===== src/rtl/mux_arb_pkg.sv =====
// Shared constants, FSM state type and one-hot helper for the round-robin mux arbiter.
package mux_arb_pkg;

    localparam int NREQ     = 4;
    localparam int SEL_W    = 2;
    localparam int SETTLE_W = 4;
    localparam int HOLD_W   = 8;

    typedef enum logic [1:0] {
        IDLE   = 2'd0,
        SETTLE = 2'd1,
        BUSY   = 2'd2
    } state_t;

    function automatic logic [NREQ-1:0] onehot(input logic [SEL_W-1:0] i);
        logic [NREQ-1:0] v;
        v    = '0;
        v[i] = 1'b1;
        return v;
    endfunction

endpackage


===== src/rtl/rr_pick.sv =====
// Rotating-priority encoder: first set request bit at or after ptr, wrapping modulo NREQ.
module rr_pick
    import mux_arb_pkg::*;
(
    input  logic [NREQ-1:0]  req,
    input  logic [SEL_W-1:0] ptr,
    output logic [SEL_W-1:0] idx,
    output logic             found
);

    logic [SEL_W-1:0] cand [NREQ];
    logic [NREQ-1:0]  rot;

    // rot[gi] is the request seen gi places after the pointer
    genvar gi;
    generate
        for (gi = 0; gi < NREQ; gi++) begin : g_rot
            assign cand[gi] = ptr + SEL_W'(gi);
            assign rot[gi]  = req[cand[gi]];
        end
    endgenerate

    always_comb begin
        idx   = ptr;
        found = |rot;
        for (int i = NREQ - 1; i >= 0; i--) begin
            if (rot[i]) begin
                idx = cand[i];
            end
        end
    end

endmodule


===== src/rtl/mux_rr_arbiter.sv =====
// Round-robin owner of a shared 4:1 mux: drives the select lines, waits for settling, then flags valid.
// Optional grant timeout with preemption is enabled by defining MUX_ARB_TIMEOUT_EN.
module mux_rr_arbiter
    import mux_arb_pkg::*;
#(
    parameter int SETTLE_CYCLES = 1,
    parameter int MAX_HOLD      = 8
) (
    input  logic       clk,
    input  logic       reset,
    input  logic [3:0] req,
    output logic [3:0] grant,
    output logic       addr0,
    output logic       addr1,
    output logic       sel_valid,
    output logic       busy,
    output logic       preempt
);

    localparam logic [SETTLE_W-1:0] SETTLE_INIT = SETTLE_W'(SETTLE_CYCLES);

    state_t              state_reg, state_next;
    logic [SEL_W-1:0]    ptr_reg, ptr_next;
    logic [SEL_W-1:0]    sel_reg, sel_next;
    logic [NREQ-1:0]     grant_reg, grant_next;
    logic                valid_reg, valid_next;
    logic [SETTLE_W-1:0] settle_reg, settle_next;
    logic [SEL_W-1:0]    pick_idx;
    logic                pick_found;
    logic                drop;
    logic                force_rel;

    rr_pick u_pick (
        .req   (req),
        .ptr   (ptr_reg),
        .idx   (pick_idx),
        .found (pick_found)
    );

    assign drop = ~req[sel_reg];

`ifdef MUX_ARB_TIMEOUT_EN
    localparam logic [HOLD_W-1:0] HOLD_LIM = HOLD_W'(MAX_HOLD);

    logic [HOLD_W-1:0] hold_reg, hold_next;
    logic              preempt_reg;

    // Only revoke when someone else is actually waiting; otherwise keep serving.
    assign force_rel = (state_reg == BUSY) && !drop && (hold_reg >= HOLD_LIM)
                       && |(req & ~grant_reg);

    always_comb begin
        hold_next = hold_reg;
        if (state_reg == IDLE) begin
            hold_next = '0;
        end else if (state_reg == BUSY && hold_reg != '1) begin
            hold_next = hold_reg + HOLD_W'(1);
        end
    end

    always_ff @(posedge clk or posedge reset) begin
        if (reset) begin
            hold_reg    <= '0;
            preempt_reg <= 1'b0;
        end else begin
            hold_reg    <= hold_next;
            preempt_reg <= force_rel;
        end
    end

    assign preempt = preempt_reg;
`else
    assign force_rel = 1'b0;
    assign preempt   = 1'b0;
`endif

    always_comb begin
        state_next  = state_reg;
        ptr_next    = ptr_reg;
        sel_next    = sel_reg;
        grant_next  = grant_reg;
        valid_next  = valid_reg;
        settle_next = settle_reg;
        case (state_reg)
            IDLE: begin
                // sel only moves here, so the mux never sees a select change while valid
                if (pick_found) begin
                    grant_next  = onehot(pick_idx);
                    sel_next    = pick_idx;
                    settle_next = SETTLE_INIT;
                    if (SETTLE_CYCLES == 0) begin
                        state_next = BUSY;
                        valid_next = 1'b1;
                    end else begin
                        state_next = SETTLE;
                    end
                end
            end
            SETTLE: begin
                if (drop) begin
                    state_next = IDLE;
                    grant_next = '0;
                    valid_next = 1'b0;
                    ptr_next   = sel_reg + SEL_W'(1);
                end else if (settle_reg <= SETTLE_W'(1)) begin
                    state_next  = BUSY;
                    valid_next  = 1'b1;
                    settle_next = '0;
                end else begin
                    settle_next = settle_reg - SETTLE_W'(1);
                end
            end
            BUSY: begin
                if (drop || force_rel) begin
                    state_next = IDLE;
                    grant_next = '0;
                    valid_next = 1'b0;
                    ptr_next   = sel_reg + SEL_W'(1);
                end
            end
            default: begin
                state_next = IDLE;
                grant_next = '0;
                valid_next = 1'b0;
            end
        endcase
    end

    always_ff @(posedge clk or posedge reset) begin
        if (reset) begin
            state_reg  <= IDLE;
            ptr_reg    <= '0;
            sel_reg    <= '0;
            grant_reg  <= '0;
            valid_reg  <= 1'b0;
            settle_reg <= '0;
        end else begin
            state_reg  <= state_next;
            ptr_reg    <= ptr_next;
            sel_reg    <= sel_next;
            grant_reg  <= grant_next;
            valid_reg  <= valid_next;
            settle_reg <= settle_next;
        end
    end

    assign grant     = grant_reg;
    assign addr0     = sel_reg[0];
    assign addr1     = sel_reg[1];
    assign sel_valid = valid_reg;
    assign busy      = |grant_reg;

endmodule


===== config.mk =====
export PLATFORM = sky130hd
export DESIGN_NAME = mux_rr_arbiter
export DESIGN_NICKNAME = d
export VERILOG_FILES = /design/src/rtl/mux_arb_pkg.sv /design/src/rtl/rr_pick.sv /design/src/rtl/mux_rr_arbiter.sv
export SDC_FILE = /design/constraint.sdc
export NUM_CORES = 1
export LEC_CHECK = 0
export ABC_CLOCK_PERIOD_IN_PS = 2700
export BUFFER_PORTS_ARGS = -buffer_cell sky130_fd_sc_hd__clkbuf_2
export CAP_MARGIN = 10
export CORE_AREA = 2 2 44 46
export DETAILED_ROUTE_END_ITERATION = 7
export DIE_AREA = 0 0 46 48
export PLACE_DENSITY = 0.77
export SLEW_MARGIN = 20
export SYNTH_ARGS = -nofsm -noshare
export SYNTH_HDL_FRONTEND = slang
export SYNTH_HIERARCHICAL = 1
export SYNTH_SLANG_ARGS = --single-unit

===== constraint.sdc =====
create_clock -name clk -period 2.7 [get_ports clk]
set_input_delay 0 -clock clk [delete_from_list [all_inputs] [get_ports clk]]
set_output_delay 0 -clock clk [all_outputs]
set_load 0.005 [all_outputs]

* Word-level counts from Yosys, hierarchy flattened
Cells that the tools add are included.
** Operators by class
- Order comparisons :: 8
- Eq/ne operators :: 7
- Bitwise operators :: 2
- Reductions and logical operators :: 12
- Muxes and demuxes :: 32
- $add $sub $neg :: 5
** Operators by type and width (number)
- 2-to-1 mux 4 bit :: 5
- less-than comparator 2 x 3 -> 1 bit (second input constant) :: 6
- 2-to-1 mux 2 bit :: 8
- case mux 4 bit (2 select lines) :: 2
- binary-select mux 1 bit (select 2 bit) :: 5
- 2-to-1 mux 1 bit :: 9
- AND reduction 3 bit :: 3
- != test 2 bit (second input constant) :: 4
- OR reduction 4 bit :: 2
- case mux 2 bit (3 select lines) :: 1
- AND reduction 2 bit :: 3
- adder 2 x 1 -> 2 bit (second input constant) :: 2
- adder 2 bit (second input constant) :: 2
- less-or-equal comparator 4 x 1 -> 1 bit (second input constant) :: 1
- subtractor 4 x 1 -> 4 bit (second input constant) :: 1
- != test 3 bit (second input constant) :: 1
- case mux 1 bit (3 select lines) :: 1
- demux 1 bit (select 2 bit) :: 1
- == test 2 x 1 -> 1 bit (second input constant) :: 1
- == test 2 bit (second input constant) :: 1
- >= comparator 2 x 1 -> 1 bit (second input constant) :: 1
- logical NOT 2 bit :: 1
- NOT 1 bit :: 2
- nonzero test 2 bit :: 1
- other kinds (2) :: 2
** Word-level totals
- Bits of input ports :: 6
- Output and inout bits :: 9
- Bits in registers :: 15
- Word-level logic and storage cells :: 72

* Longest topological paths before layout
Gate-level depths: netlist (run 1).
- Depth after elaboration :: 13
- Depth in mapped cells :: 7
- Depth with buffers taken out :: 6

* By module
Netlist (run 1), hierarchy kept.
** Modules (own cells, without submodules)
- mux_rr_arbiter :: times used 1, cells an instance 86, area each 859.6 µm², sequential area each 375.4 µm²
- rr_pick :: times used 1, cells an instance 16, area each 100.1 µm², sequential area each 0.0 µm²

* Worst setup path after synthesis (run 1)
No wires, ideal clock.
- Kind :: register to register
- From :: register sel_reg[0]
- To :: register settle_reg[0]
- Buffers on the path :: 0
- Period minus slack after synthesis :: 1692 ps
- Cell stages (with the launch flop) :: 4
- Setup time :: 128 ps
- Path slack :: 1008 ps
- Arrival :: 1565 ps
- Data required time :: 2572 ps
- Cell sequence :: dfrtp_1 -> mux4_2 -> o211ai_4 -> mux2_1
** Between the ends
- Cells in the longest elaborated chain, start to end :: 4
** RTL lines
- from (decl) :: RTL line mux_rr_arbiter.sv:24 : logic [SEL_W-1:0] sel_reg, sel_next;
- from (signal assigned) :: RTL line mux_rr_arbiter.sv:140 : sel_reg <= sel_next;
- binary-select mux 1 bit (select 2 bit) :: RTL line mux_rr_arbiter.sv:40 : assign drop = ~req[sel_reg];
- 2-to-1 mux 1 bit (not written as such) :: RTL line mux_rr_arbiter.sv:40
- != test 2 bit (no source line)
- AND reduction 3 bit (no source line)
- to (signal assigned) :: RTL line mux_rr_arbiter.sv:143 : settle_reg <= settle_next;
- to (decl) :: RTL line mux_rr_arbiter.sv:27 : logic [SETTLE_W-1:0] settle_reg, settle_next;
Every way passes these cells. The select of a mux whose other input is x is not followed.
A chain may end at the register's enable or synchronous reset.

* Final worst setup path (run 1)
Same ends and word-level chain as after synthesis.

==> flow_summary_export.csv, run 1 <==
group,metric,value,unit
worst_setup_path,critical-path-max-stage-delay,0.64,ns
clock_tree,cts_tree,"yes",
worst_setup_path,crit_path_cell_trace,"mux4_2 -> o211ai_4 -> mux2_1",
global_routing,antenna_violations_before_repair,0,
pwr,power_report.internal_total,0.703,mW
drt,route.antenna.remaining_nets,0,
clock_tree,clock_latency,0.29,ns
global_routing,groute.layer.met1.usage,28.2,%
floorplanning,start_util,56.8,%
clock_tree,numCtsBuffers,3,
yosys,post-synth-top-area-fraction,39.1,%
final_layout,num-fill-cells,132,
flow_run,cap_viol_max_count,0,
worst_setup_path,worstSetupEndpointType,"flip-flop",
worst_setup_path,critical_path_type,"flip-flop to flip-flop",
yosys,synth_flop_cell,"dfrtp_1",
yosys,synth.avg_cell_area,9.41,um2
pwr,power.ir.vdd_worst,0.600,mV
global_routing,gr-usage-all-layers,20.1,%
global_routing,global_route_wire_length_before_repair,3.11,mm
yosys,syn-cell-area,960,um2
final_layout,share_of_final_layout_standard_cells_stronger_than_drive_strength_1,20.3,%
final_layout,nNetsFinal,130,
global_routing,global_route.peak_usage_layer,"met2",
timing,achievable-frequency,559,MHz
drt,routed_via_density,5.90,
drt,drc_errors,0,
timing,min_period_over_period,66.2,%
timing,setup-violations-final,0,
timing,timing_max_transition_violations_final,0,
yosys,flip_flop_and_latch_count_after_synthesis,15,
clock_tree,cts_resized,0,
floorplanning,floorplan.die.width,46,um
drt,drt-pass1-iter-count,4,
yosys,synthesis.instances,102,
clock_tree,h-tree-depth,1,
pwr,p_switching,0.532,mW
place,hpwlAfterDp,1.37,mm
timing,worst_pin_slew,0.555,ns
clock_tree,postCtsHoldBufs,1,
worst_hold_path,hold_path.class,"input port to flip-flop",
yosys,yosys-top-cells-count,"15 x dfrtp_1, 13 x o21ai_0, 10 x nand2_1",
final_layout,diodes,0,
place,gp_congestion,0.865,
clock_tree,postCtsSetupBuffers,0,
outcome,status,"complete, no violations",
clock_tree,cts_sinks,15,
timing,slew_headroom,63.0,%
global_routing,grtUsageMet2,29.7,%
drt,total_routed_wirelength,1.83,mm
global_routing,grt_start_max_net_pins,16,
global_routing,first_global_vias,718,
clock_tree,clock_tree.root_cell,"clkbuf_4",
global_routing,met3_usage,3.40,%
drt,vias,797,
drt,routed_wire_length_per_instance,13.6,um
drt,detailedRoute.firstIterationViolations,20,
timing,finalHoldViolCount,0,
pwr,power.share.sequential,33.6,%
timing,period_minus_slack,1.79,ns
worst_setup_path,timing.critical_path.arrival,1.97,ns
pwr,pwr-share-comb,55.8,%
worst_setup_path,worst-path-max-fanout,9,
pwr,clock_power_share,10.6,%
final_layout,area_delta_synth_final,11.7,%
timing,rsz0062_at_grt,"false",
timing,setup_skew,0.00147,ns
yosys,synth-edff-count,0,
floorplanning,rows,15,
final_layout,fin_cells,135,
worst_setup_path,critical_path_startpoint_category,"flip-flop",
worst_setup_path,critPathRequiredTime,2.88,ns
yosys,synth.net_count,113,
yosys,ys_types,39,
yosys,asyncSetResetFlopFracSynth,100,%
place,dpl.cell_count,130,
place,port-buffer-count,13,
clock_tree,cts_buffer_depth,2,
yosys,cells_taking_the_most_area_after_synthesis,"dfrtp_1 39%, o21ai_0 6.8%, ha_1 6.5%",
pwr,power.share.switching,43.1,%
floorplanning,dieArea,2210,um2
timing,fin_tns_setup,0,ns
clock_tree,clk_pin_slew_worst_paths,0.09,ns
pwr,power_density,1150,nW/um2
worst_setup_path,critical-path-slowest-cell,"mux4_2",
pwr,power.static_leakage,0.530,nW
yosys,ys_warn_count,6,
yosys,synth_top_cell_by_area,"dfrtp_1",
yosys,synth.yosys.seq_area_share,39.1,%
floorplanning,die_h,48,um
floorplanning,core_footprint,1690,um2
floorplanning,design.portCount,15,
global_routing,grt_overflow,0,
yosys,most_frequent_cell_after_synthesis,"dfrtp_1",
## placed cells by master, fill, tap and decap left out, drive strengths merged
master | Yosys | routed
a21o | 1 | 1
nand4b | 1 | 1
mux2 | 2 | 2
ha | 5 | 5
o41ai | 1 | 1
nor2 | 6 | 6
o31ai | 2 | 2
nor3 | 3 | 3
a32o | 1 | 1
o221a | 1 | 1
or4 | 3 | 3
and2b | 3 | 3
o32a | 1 | 1
nand4 | 1 | 1
o21ai | 13 | 13
a2bb2oi | 1 | 1
a22o | 3 | 3
nand2b | 4 | 4
dfrtp | 15 | 15
nor3b | 1 | 1
and3 | 1 | 1
o31a | 1 | 1
o211ai | 1 | 1
mux4 | 1 | 1
nor2b | 3 | 3
clkinv | 0 | 1
and2 | 1 | 1
dlygate4sd3 | 0 | 1
and3b | 1 | 1
nand3 | 1 | 1
conb | 1 | 1
or2 | 1 | 1
a21oi | 1 | 1
clkbuf | 1 | 16
nand2 | 10 | 10
inv | 7 | 7
xnor2 | 1 | 1
o21a | 1 | 1
## power by group through the flow
stage	clock [mW]	combinational [mW]	sequential, mW
floorplan	0	0.524	0.402
global placement	0	0.671	0.412
detailed placement	0	0.681	0.420
CTS	0.135	0.690	0.415
global route	0.145	0.785	0.435
finish	0.131	0.689	0.415
## routing by layer
layer	part of all wire [%]	up-vias	wire length (um)
met5	0	-	0
met4	3.1	0	56
met3	3.3	7	61
met2	43	18	793
met1	50	366	918
li1	-	406	-
## final cells by class
cell class / count / area (um2) / share of cell area (%)
Multi-Input combinational cell: 78 / 547 / 51.0
Timing Repair Buffer: 14 / 75.1 / 7.00
Clock inverter: 1 / 5.00 / 0.467
Clock buffer: 3 / 22.5 / 2.10
Inverter: 7 / 26.3 / 2.45
Tap cell: 17 / 21.3 / 1.98
Sequential cell: 15 / 375 / 35.0
## stage by stage
step / utilization (%) / total power [mW] / area, um2 / setup WS (ns) / hold slack [ns]
after floorplan: - / 0.926 / 960 / 1.01 / -0.0985
after global placement: 61.3 / 1.08 / 1030 / 0.965 / 0.0589
after detailed placement: 61.3 / 1.10 / 1030 / 0.927 / 0.0635
after CTS: 63.5 / 1.24 / 1070 / 0.902 / 0.231
after global routing: 63.5 / 1.36 / 1070 / 0.828 / 0.252
final: 63.5 / 1.24 / 1070 / 0.912 / 0.234
## critical path, delay by kind of cell (launching register included)
kind,cells,cell delay [ns]
muxes,2,0.98
DFF,1,0.45
AOI/OAI and AO/OA,1,0.25
## final timing paths
| path | startpoint | to | slack, ns | depth (start not counted) |
|---|---|---|---|---|
| max | sel_reg[0] | settle_reg[0] | 0.91 | 3 |
| min | req[1] | grant[1] | 0.23 | 4 |
| max reg2reg | sel_reg[0] | settle_reg[0] | 0.91 | 3 |
| min reg2reg | sel_valid | sel_valid | 0.53 | 1 |
| max in group asynchronous | reset | state_reg[1] | 2.06 | 3 |
| min in group asynchronous | reset | state_reg[0] | 0.28 | 3 |
## logic make-up after synthesis
kind of cell / Yosys count / synth area share (%)
buffers and inverters: 9 / 3.91
other: 1 / 0.391
DFF: 15 / 39.1
and+or+nand+nor: 40 / 23.1
AOI/OAI and AO/OA: 28 / 21.4
xor gates and xnor gates: 1 / 0.913
adders and majority gates: 5 / 6.52
muxes: 3 / 4.69
(Power assumes the default switching activity.)
==> run 2, diff against run 1 <==
--- a/config.mk
+++ b/config.mk
@@ -5,13 +5,13 @@
 export SDC_FILE = /design/constraint.sdc
 export NUM_CORES = 1
 export LEC_CHECK = 0
-export ABC_CLOCK_PERIOD_IN_PS = 2700
+export ABC_CLOCK_PERIOD_IN_PS = 1500
 export BUFFER_PORTS_ARGS = -buffer_cell sky130_fd_sc_hd__clkbuf_2
 export CAP_MARGIN = 10
-export CORE_AREA = 2 2 44 46
+export CORE_AREA = 2 2 48 50
 export DETAILED_ROUTE_END_ITERATION = 7
-export DIE_AREA = 0 0 46 48
-export PLACE_DENSITY = 0.77
+export DIE_AREA = 0 0 50 52
+export PLACE_DENSITY = 0.68
 export SLEW_MARGIN = 20
 export SYNTH_ARGS = -nofsm -noshare
 export SYNTH_HDL_FRONTEND = slang
==> constraint.sdc (replaced) <==
create_clock -name clk -period 1.5 [get_ports clk]
set_input_delay 0 -clock clk [delete_from_list [all_inputs] [get_ports clk]]
set_output_delay 0 -clock clk [all_outputs]
set_load 0.005 [all_outputs]
==> flow_summary_export.csv, run 2 (synthesis results as in run 1) <==
group,metric,value,unit
clock_tree,clock_tree.root_cell,"clkbuf_4",
place,gp_congestion,0.871,
floorplanning,start_util,45.6,%
worst_setup_path,worst-path-max-fanout,3,
place,hpwlAfterDp,1.74,mm
timing,finalHoldViolCount,0,
final_layout,nNetsFinal,155,
clock_tree,numCtsBuffers,3,
timing,worst_pin_slew,0.603,ns
worst_setup_path,worstReg2RegStart,"ptr_reg[0]",
pwr,power.static_leakage,0.660,nW
drt,met1Wirelength,1.03,mm
clock_tree,cts_buffer_depth,2,
final_layout,area_delta_synth_final,38.7,%
timing,achievable-frequency,616,MHz
pwr,power_density,2200,nW/um2
worst_setup_path,worst_path_most_repeated_cell,"buf_4",
drt,detailedRoute.firstIterationViolations,15,
worst_setup_path,ff2ff_path_depth,7,
outcome,violated_checks,"negative setup slack",
final_layout,share_of_final_layout_standard_cells_stronger_than_drive_strength_1,42.7,%
drt,routed_wire_length_per_instance,13.8,um
worst_setup_path,worst-path-stages,7,
drt,wl_met2,1.19,mm
worst_setup_path,cp_top_family,"compound AO/OA/AOI/OAI gates",
worst_setup_path,worstSetupEndpointType,"flip-flop",
drt,top_layer,"met4",
clock_tree,h-tree-depth,1,
worst_setup_path,setup.reg_to_reg.worst_slack,-0.12,ns
global_routing,grt_overflow,0,
global_routing,grt_start_max_net_pins,16,
worst_setup_path,setup.worst_path.start,"ptr_reg[0]",
final_layout,layout.cells.most_common,"buf_4",
worst_setup_path,critPathBufInv,2,
final_layout,fin_cells,171,
final_layout,postLayoutCoreUtil,63.2,%
worst_hold_path,hold_path.class,"input port to flip-flop",
timing,min_period_over_period,108,%
worst_hold_path,hold_depth,3,
timing,hold-worst-slack,0.264,ns
worst_setup_path,critical_path_startpoint_category,"flip-flop",
clock_tree,cts_tree,"yes",
global_routing,antenna_violations_before_repair,0,
drt,route.antenna.remaining_nets,0,
place,dpl.cell_count,162,
flow_run,cap_viol_max_count,0,
worst_hold_path,hold_path_end,"sel_reg[0]",
drt,vias,915,
worst_setup_path,critical-path-slowest-cell,"dfrtp_1",
clock_tree,clock_latency,0.29,ns
drt,drc_errors,0,
clock_tree,cts_sinks,15,
final_layout,most-common-layout-cells,"23 x buf_4, 15 x dfrtp_1, 13 x clkbuf_2, 11 x o21ai_0, 9 x nand2_1",
timing,rsz0062_at_grt,"true",
timing,setup_skew,0.00220,ns
floorplanning,design.portCount,15,
drt,drt-pass1-iter-count,4,
floorplanning,floorplan.die.width,50,um
worst_setup_path,crit_path_cell_trace,"buf_4 -> buf_4 -> and2b_1 -> o21ai_0 -> nand2_2 -> and3_4 -> a32o_1",
timing,slew_headroom,59.7,%
timing,period_minus_slack,1.62,ns
worst_setup_path,timing.rr.end,"grant[3]",
global_routing,gr-usage-all-layers,20.9,%
final_layout,diodes,0,
floorplanning,die_h,52,um
worst_setup_path,critical-path-max-stage-delay,0.35,ns
timing,setup-violations-final,10,
pwr,power.ir.vdd_worst,1.30,mV
floorplanning,dieArea,2600,um2
drt,routed_via_density,5.35,
floorplanning,core_footprint,2110,um2
global_routing,first_global_vias,944,
worst_setup_path,critPathRequiredTime,1.68,ns
worst_hold_path,hold_start,"req[1]",
drt,met3_wl,117,um
global_routing,global_route_wire_length_before_repair,4.11,mm
outcome,status,"finished with violations",
clock_tree,clk_pin_slew_worst_paths,0.10,ns
timing,setup_slack,-0.123,ns
floorplanning,rows,17,
timing,timing_max_transition_violations_final,0,
place,port-buffer-count,13,
drt,total_routed_wirelength,2.36,mm
worst_setup_path,critical_path_type,"flip-flop to flip-flop",
worst_setup_path,timing.critical_path.arrival,1.81,ns
==> run 2: final cells by class <==
| cell class | instances | area [um2] |
|---|---|---|
| fillers | 180 | 774 |
| multi-input cells | 78 | 598 |
| flip-flops and latches | 15 | 375 |
| repair buffers | 39 | 270 |
| well taps | 28 | 35.0 |
| clock buffers | 4 | 26.3 |
| inverters | 7 | 26.3 |
==> run 2: worst register-to-register path: stages (launching register included) <==
cell	delay [ns]
dfrtp_1	0.35
buf_4	0.10
buf_4	0.10
and2b_1	0.18
o21ai_0	0.27
nand2_2	0.11
and3_4	0.17
a32o_1	0.24
==> run 2: what timing repair did <==
action                                 in CTS  in global routing
endpoints found under the hold margin      15                  0
hold buffers                                1                  0
resized for setup                           6                  8
pin swaps                                   7                  5
setup buffers                               2                  2
setup endpoints to repair                  12                 15
==> run 2: where the power goes <==
part           internal, mW  leakage, nW  switching, mW
clock                 0.103       0.0150          0.139
combinational          1.08        0.451          0.907
sequential            0.578        0.194          0.117
==> run 2: how the worst max path moves through the flow <==
| stage | endpoint | slack [ns] |
|---|---|---|
| 6_report | grant[3] | -0.12 |
| 5_1_grt | grant[3] | -0.21 |
| 4_1_cts | settle_reg[0] | -0.12 |
| 3_5_place_dp | settle_reg[0] | -0.12 |
| 3_3_place_gp | settle_reg[0] | -0.06 |
| 2_1_floorplan | settle_reg[0] | -0.19 |
==> run 2: per-layer routing <==
| layer | vias up | track usage [%] |
|---|---|---|
| li1 | 451 | - |
| met1 | 438 | 26.5 |
| met2 | 22 | 34.4 |
| met3 | 4 | 4.89 |
| met4 | 0 | 7.87 |
| met5 | - | 0 |
==> run 2: stage by stage <==
step	setup TNS (ns)	power, mW	cell area (um2)	setup WS [ns]
after CTS	-0.618	2.81	1290	-0.121
after global routing	-1.70	3.16	1330	-0.206
after floorplan	-0.408	1.71	971	-0.192
final	-0.600	2.92	1330	-0.123
after global placement	-0.144	2.37	1220	-0.0551
after detailed placement	-0.429	2.43	1220	-0.115
